`src/rtl/rgb_led_pwm.sv`:
```
// PWM driver for NUM_LEDS tri-colour LEDs with per-channel duty, per-LED blink
// and a global enable. Duty and blink mask are double-buffered to period boundaries.
module rgb_led_pwm #(
  parameter int NUM_LEDS      = 2,
  parameter int PWM_BITS      = 8,
  parameter int PRESCALE      = 16,
  parameter int BLINK_PERIODS = 64,
  parameter int ADDR_W        = 6
) (
  input  logic                  clk,
  input  logic                  resetn,
  input  logic                  wr_valid,
  output logic                  wr_ready,
  input  logic [ADDR_W-1:0]     wr_addr,
  input  logic [15:0]           wr_data,
  output logic [3*NUM_LEDS-1:0] rgb
);

  localparam int NCH   = 3 * NUM_LEDS;
  localparam int PRE_W = (PRESCALE > 1) ? $clog2(PRESCALE) : 1;
  localparam int BLK_W = (BLINK_PERIODS > 1) ? $clog2(BLINK_PERIODS) : 1;

  localparam logic [PRE_W-1:0]    PRE_MAX   = PRE_W'(PRESCALE - 1);
  localparam logic [BLK_W-1:0]    BLK_MAX   = BLK_W'(BLINK_PERIODS - 1);
  localparam logic [PWM_BITS-1:0] CNT_MAX   = '1;
  localparam logic [ADDR_W-1:0]   CTRL_ADDR = ADDR_W'(NCH);

  typedef logic [PWM_BITS-1:0] duty_t;

  logic                ready_q;
  logic [PRE_W-1:0]    pre_q, pre_d;
  logic [PWM_BITS-1:0] cnt_q, cnt_d;
  logic [BLK_W-1:0]    blink_q, blink_d;
  logic                phase_q, phase_d;
  logic                enable_q, enable_d;
  logic [NUM_LEDS-1:0] mask_sh_q, mask_sh_d;
  logic [NUM_LEDS-1:0] mask_act_q, mask_act_d;
  duty_t               duty_sh_q  [NCH];
  duty_t               duty_sh_d  [NCH];
  duty_t               duty_act_q [NCH];
  duty_t               duty_act_d [NCH];
  logic [NCH-1:0]      rgb_q, rgb_d;

  logic tick;
  logic boundary;
  logic wr_fire;
  logic wr_data_unused;

  assign tick     = (pre_q == PRE_MAX);
  assign boundary = tick && (cnt_q == CNT_MAX);
  assign wr_fire  = wr_valid && ready_q;

  // Only the low PWM_BITS / NUM_LEDS+1 bits of a write carry information.
  assign wr_data_unused = ^wr_data;

  // NOTE: every signal gets a default at the top of always_comb so that no path
  // leaves it unassigned; otherwise synthesis infers a latch.
  always_comb begin
    pre_d      = tick ? '0 : pre_q + 1'b1;
    cnt_d      = tick ? cnt_q + 1'b1 : cnt_q;
    blink_d    = blink_q;
    phase_d    = phase_q;
    enable_d   = enable_q;
    mask_sh_d  = mask_sh_q;
    mask_act_d = mask_act_q;
    duty_sh_d  = duty_sh_q;
    duty_act_d = duty_act_q;

    // The boundary reads the *_q shadows, so a write on the same edge is only
    // picked up at the following boundary.
    if (boundary) begin
      duty_act_d = duty_sh_q;
      mask_act_d = mask_sh_q;
      if (blink_q == BLK_MAX) begin
        blink_d = '0;
        phase_d = !phase_q;
      end else begin
        blink_d = blink_q + 1'b1;
      end
    end

    if (wr_fire) begin
      for (int c = 0; c < NCH; c++) begin
        if (wr_addr == ADDR_W'(c)) duty_sh_d[c] = wr_data[PWM_BITS-1:0];
      end
      if (wr_addr == CTRL_ADDR) begin
        enable_d  = wr_data[0];
        mask_sh_d = wr_data[NUM_LEDS:1];
      end
    end

    for (int c = 0; c < NCH; c++) begin
      rgb_d[c] = enable_q && (cnt_q < duty_act_q[c]) && !(mask_act_q[c / 3] && phase_q);
    end
  end

  // NOTE: state registers use non-blocking assignments so every flop samples
  // the pre-edge value of every other flop, independent of statement order.
  always_ff @(posedge clk or negedge resetn) begin
    if (!resetn) begin
      ready_q    <= 1'b0;
      pre_q      <= '0;
      cnt_q      <= '0;
      blink_q    <= '0;
      phase_q    <= 1'b0;
      enable_q   <= 1'b0;
      mask_sh_q  <= '0;
      mask_act_q <= '0;
      // NOTE: the duty arrays are small flop banks, not RAM, so they can and
      // must be cleared by reset: LEDs restart dark until software rewrites them.
      duty_sh_q  <= '{default: '0};
      duty_act_q <= '{default: '0};
      rgb_q      <= '0;
    end else begin
      ready_q    <= 1'b1;
      pre_q      <= pre_d;
      cnt_q      <= cnt_d;
      blink_q    <= blink_d;
      phase_q    <= phase_d;
      enable_q   <= enable_d;
      mask_sh_q  <= mask_sh_d;
      mask_act_q <= mask_act_d;
      duty_sh_q  <= duty_sh_d;
      duty_act_q <= duty_act_d;
      rgb_q      <= rgb_d;
    end
  end

  assign wr_ready = ready_q;
  assign rgb      = rgb_q;

endmodule

```
`config.mk`:
```
export PLATFORM = sky130hd
export DESIGN_NAME = rgb_led_pwm
export DESIGN_NICKNAME = d
export VERILOG_FILES = /design/src/rtl/rgb_led_pwm.sv
export SDC_FILE = /design/constraint.sdc
export NUM_CORES = 1
export LEC_CHECK = 0
export ABC_AREA = 1
export CORE_MARGIN = 2
export CORE_UTILIZATION = 60
export CTS_CLUSTER_DIAMETER = 30
export DETAILED_ROUTE_END_ITERATION = 16
export PLACE_DENSITY = 0.8
export SLEW_MARGIN = 20
export SYNTH_ARGS = -nofsm -noshare
export SYNTH_HDL_FRONTEND = slang
export SYNTH_SLANG_ARGS = --single-unit
```
`constraint.sdc`:
```
create_clock -name clk -period 2.2 [get_ports clk]
set_clock_uncertainty 0.05 [all_clocks]
set_input_delay 0.33 -clock clk [delete_from_list [all_inputs] [get_ports clk]]
set_output_delay 0.33 -clock clk [all_outputs]
set_load 0.01 [all_outputs]
```
==> impl_metrics.env <==
export IMPL_hpwl_um=8100
export IMPL_grt_pass1_vias=4662
export IMPL_ir_drop_uv=661
export IMPL_die_area_um2=10700
export IMPL_fillers=655
export IMPL_finalHoldViolations=0
export IMPL_period_needed_ns=1.93
export IMPL_setup_violations_final=0
export IMPL_final_antenna_net_count=0
export IMPL_core_area_um2=9680
export IMPL_crit_fanout=77
export IMPL_num_antenna_cells=0
export IMPL_synth_cell_types=26
export IMPL_setup_tns_ns=0
export IMPL_outcome="finished, final reports clean"
export IMPL_detail_route_iter0_violations=340
export IMPL_grt_util_met3_pct=7.24
export IMPL_grtUsageMet2_pct=44.1
export IMPL_cp_end_kind="register"
export IMPL_yosysSeqAreaShare_pct=53.5
export IMPL_fin_util_pct=71.2
export IMPL_synthCells=666
export IMPL_final_nets=770
export IMPL_io_buffers=23
export IMPL_maxCapViolCount=0
export IMPL_timing_rr_end="duty_act_q[11]$_DFFE_PN0N_"
export IMPL_drt_total_wl_um=13200
export IMPL_min_path_type="in2async"
export IMPL_grt_overflow=0
export IMPL_synthMuxAreaShare_pct=0
export IMPL_grtUsageMet1_pct=32.7
export IMPL_ioPinCount=32
export IMPL_grt_util_all_layers_pct=26.4
export IMPL_ff2ff_path_depth=7
export IMPL_syn_cell_area_um2=5940
export IMPL_grt_max_degree=78
export IMPL_h_tree_depth=4
export IMPL_synth_seq_cells=127
export IMPL_drc=0
export IMPL_syn2layout_area_growth_pct=16.0
export IMPL_antenna_found_initial=0
export IMPL_clk_pin_slew_ns=0.06
export IMPL_routed_via_density=5.45
export IMPL_slew_violations=0
export IMPL_root_buffer="clkbuf_8"
export IMPL_fp_dieH_um=104
export IMPL_synth_compound_area_share_pct=10.6
export IMPL_top_usage_layer="met2"
export IMPL_synthAdderAreaFrac_pct=9.48
export IMPL_initial_core_util_pct=61.4
export IMPL_period_share_pct=87.9
export IMPL_hold_worst_slack_ns=0.153
export IMPL_leakagePower_nw=3.45
export IMPL_route_vias_total=4602
export IMPL_cts_tree="done"
export IMPL_r2r_start="cnt_q[2]$_DFFE_PN0N_"
export IMPL_max_clock_path_buffers=2
export IMPL_grt_pass1_wl_um=22000
export IMPL_worst_setup_path_type="reg2reg"
export IMPL_worst_slew_pin_slew_ns=0.556
export IMPL_num_rows=36
export IMPL_arrival_ns=2.30
export IMPL_dr_pass1_iters=5
export IMPL_rsz0062_at_grt="no"
export IMPL_synth_xor_area_share_pct=1.62
export IMPL_cp_start_kind="register"
export IMPL_r2r_slack_ns=0.27
export IMPL_syn_num_nets=736
export IMPL_p_per_area_nw_per_um2=772
export IMPL_syn_area_per_cell_um2=8.92
export IMPL_synth_top_family_by_area="simple AND/OR/NAND/NOR gates"
export IMPL_globalplace_congestion=0.827
export IMPL_post_cts_buffers=0
export IMPL_synth_simple_area_share_pct=17.1
export IMPL_cts_sinks=127
export IMPL_clkLatencyLatePin_ns=0.53
export IMPL_drive_gt1_share_pct=6.61
export IMPL_numCtsBuffers=17
export IMPL_yosysWarningCount=0
export IMPL_clock_fmax_mhz=517
export IMPL_cp_required_ns=2.57
export IMPL_worst_slew_margin_rel_pct=62.9
export IMPL_wl_per_cell_um=15.6
export IMPL_die_w_um=104
flip-flops by register name, indices dropped and copies added (netlist names):
register / flops
mask_act_q: 2
wr_ready: 1
pre_q: 4
enable_q: 1
phase_q: 1
cnt_q: 8
mask_sh_q: 2
blink_q: 6
rgb: 6
duty_sh_q: 48
duty_act_q: 48
worst max path at each step:
stage                                    start                    endpoint  slack [ns]  depth (start not counted)
after floorplan           cnt_q[1]$_DFFE_PN0N_      blink_q[4]$_DFFE_PN0N_        0.68                          8
after global placement              wr_addr[2]    duty_sh_q[7]$_DFFE_PN0P_        0.34                          6
after detailed placement            wr_addr[2]   duty_sh_q[15]$_DFFE_PN0P_        0.28                          6
after CTS                 cnt_q[2]$_DFFE_PN0N_  duty_act_q[11]$_DFFE_PN0N_        0.29                          7
after global routing      cnt_q[2]$_DFFE_PN0N_  duty_act_q[11]$_DFFE_PN0N_        0.12                          7
final                     cnt_q[2]$_DFFE_PN0N_  duty_act_q[11]$_DFFE_PN0N_        0.27                          7
where the power goes:
part	internal, mW	total [mW]	switching (mW)
Combinational	0.0715	0.199	0.127
Clock	1.71	2.66	0.947
Sequential	2.42	2.47	0.0441
Total	4.21	5.32	1.12
synth_stat cells (all sizes together):
cell type	number	share of area, %
o21ai	99	8.3
and2	1	0.11
dfrtp	127	53
a21oi	18	1.5
nor3	5	0.59
buf	15	1.9
xnor2	4	0.59
nand3b	1	0.13
nand2	200	13
nor2	25	1.6
clkbuf	4	0.25
xor2	7	1.0
or2	2	0.21
nand4	1	0.11
ha	45	9.5
conb	1	0.063
inv	87	5.5
nand3	18	1.8
o21a	6	0.76
worst max-delay path: stages, from the launching register on:
cell     delay, ns
dfrtp_1       0.68
nand2_1       0.14
nor2_1        0.14
nand3_2       0.11
inv_2         0.17
buf_12        0.27
nand2_1       0.09
o21ai_0       0.12
per-stage QoR:
step | cell area [µm²] | power [mW] | setup slack, ns | cells
6_report | 6900 | 5.32 | 0.267 | 844
5_1_grt | 6900 | 5.50 | 0.117 | 844
4_1_cts | 6900 | 5.34 | 0.290 | 844
3_5_place_dp | 6320 | 2.70 | 0.276 | 813
3_3_place_gp | 6320 | 2.69 | 0.335 | 813
2_1_floorplan | 5940 | 2.57 | 0.680 | 666
routing by layer:
metal	part of all wire (%)	vias to the layer above
li1	-	2179
met1	42	2225
met2	49	164
met3	6.7	34
met4	2.6	0
met5	0	-
area by class of cell:
cell class                 count  area (µm²)  share of cell area [%]
clock buffer                  24         480                    6.97
clock inverter                 6        82.6                    1.20
inverter                      87         327                    4.74
multi-input combinational    433        2310                    33.5
sequential                   127        3180                    46.1
tap                          133         166                    2.41
timing repair buffer          34         350                    5.08
placed cells by master (no fill, tap or decap):
cell type / instances
o21ai_1: 1
buf_12: 3
dfrtp_1: 127
nand3_2: 3
a21oi_1: 18
nand2_1: 200
inv_2: 3
xor2_1: 7
bufinv_16: 2
buf_4: 8
or2_1: 1
clkbuf_8: 5
clkinvlp_4: 1
nand3_1: 15
ha_1: 45
nor3_1: 3
dlygate4sd3_1: 1
clkdlybuf4s50_1: 22
conb_1: 1
o21a_1: 6
nand4_1: 1
clkbuf_1: 3
xnor2_1: 4
clkinv_2: 3
clkbuf_16: 16
and2_1: 1
inv_1: 84
nor2_1: 25
nand3b_1: 1
o21ai_0: 98
or2_2: 1
nor3_2: 2
timing repair:
item                                   4_1_cts  5_1_grt
hold buffers                                 1        0
gates resized for setup                      0        0
endpoints found under the hold margin      127        0
cells by family (layout without fill, tap and decap cells):
family                     count (synthesis)  in the layout
buffers and inverters                    106            151
AOI/OAI and AO/OA                        123            123
DFF                                      127            127
and+or+nand+nor                          253            253
other                                      1              1
xor gates and xnor gates                  11             11
adders and majority gates                 45             45
Power figures use the tool's default switching activity.
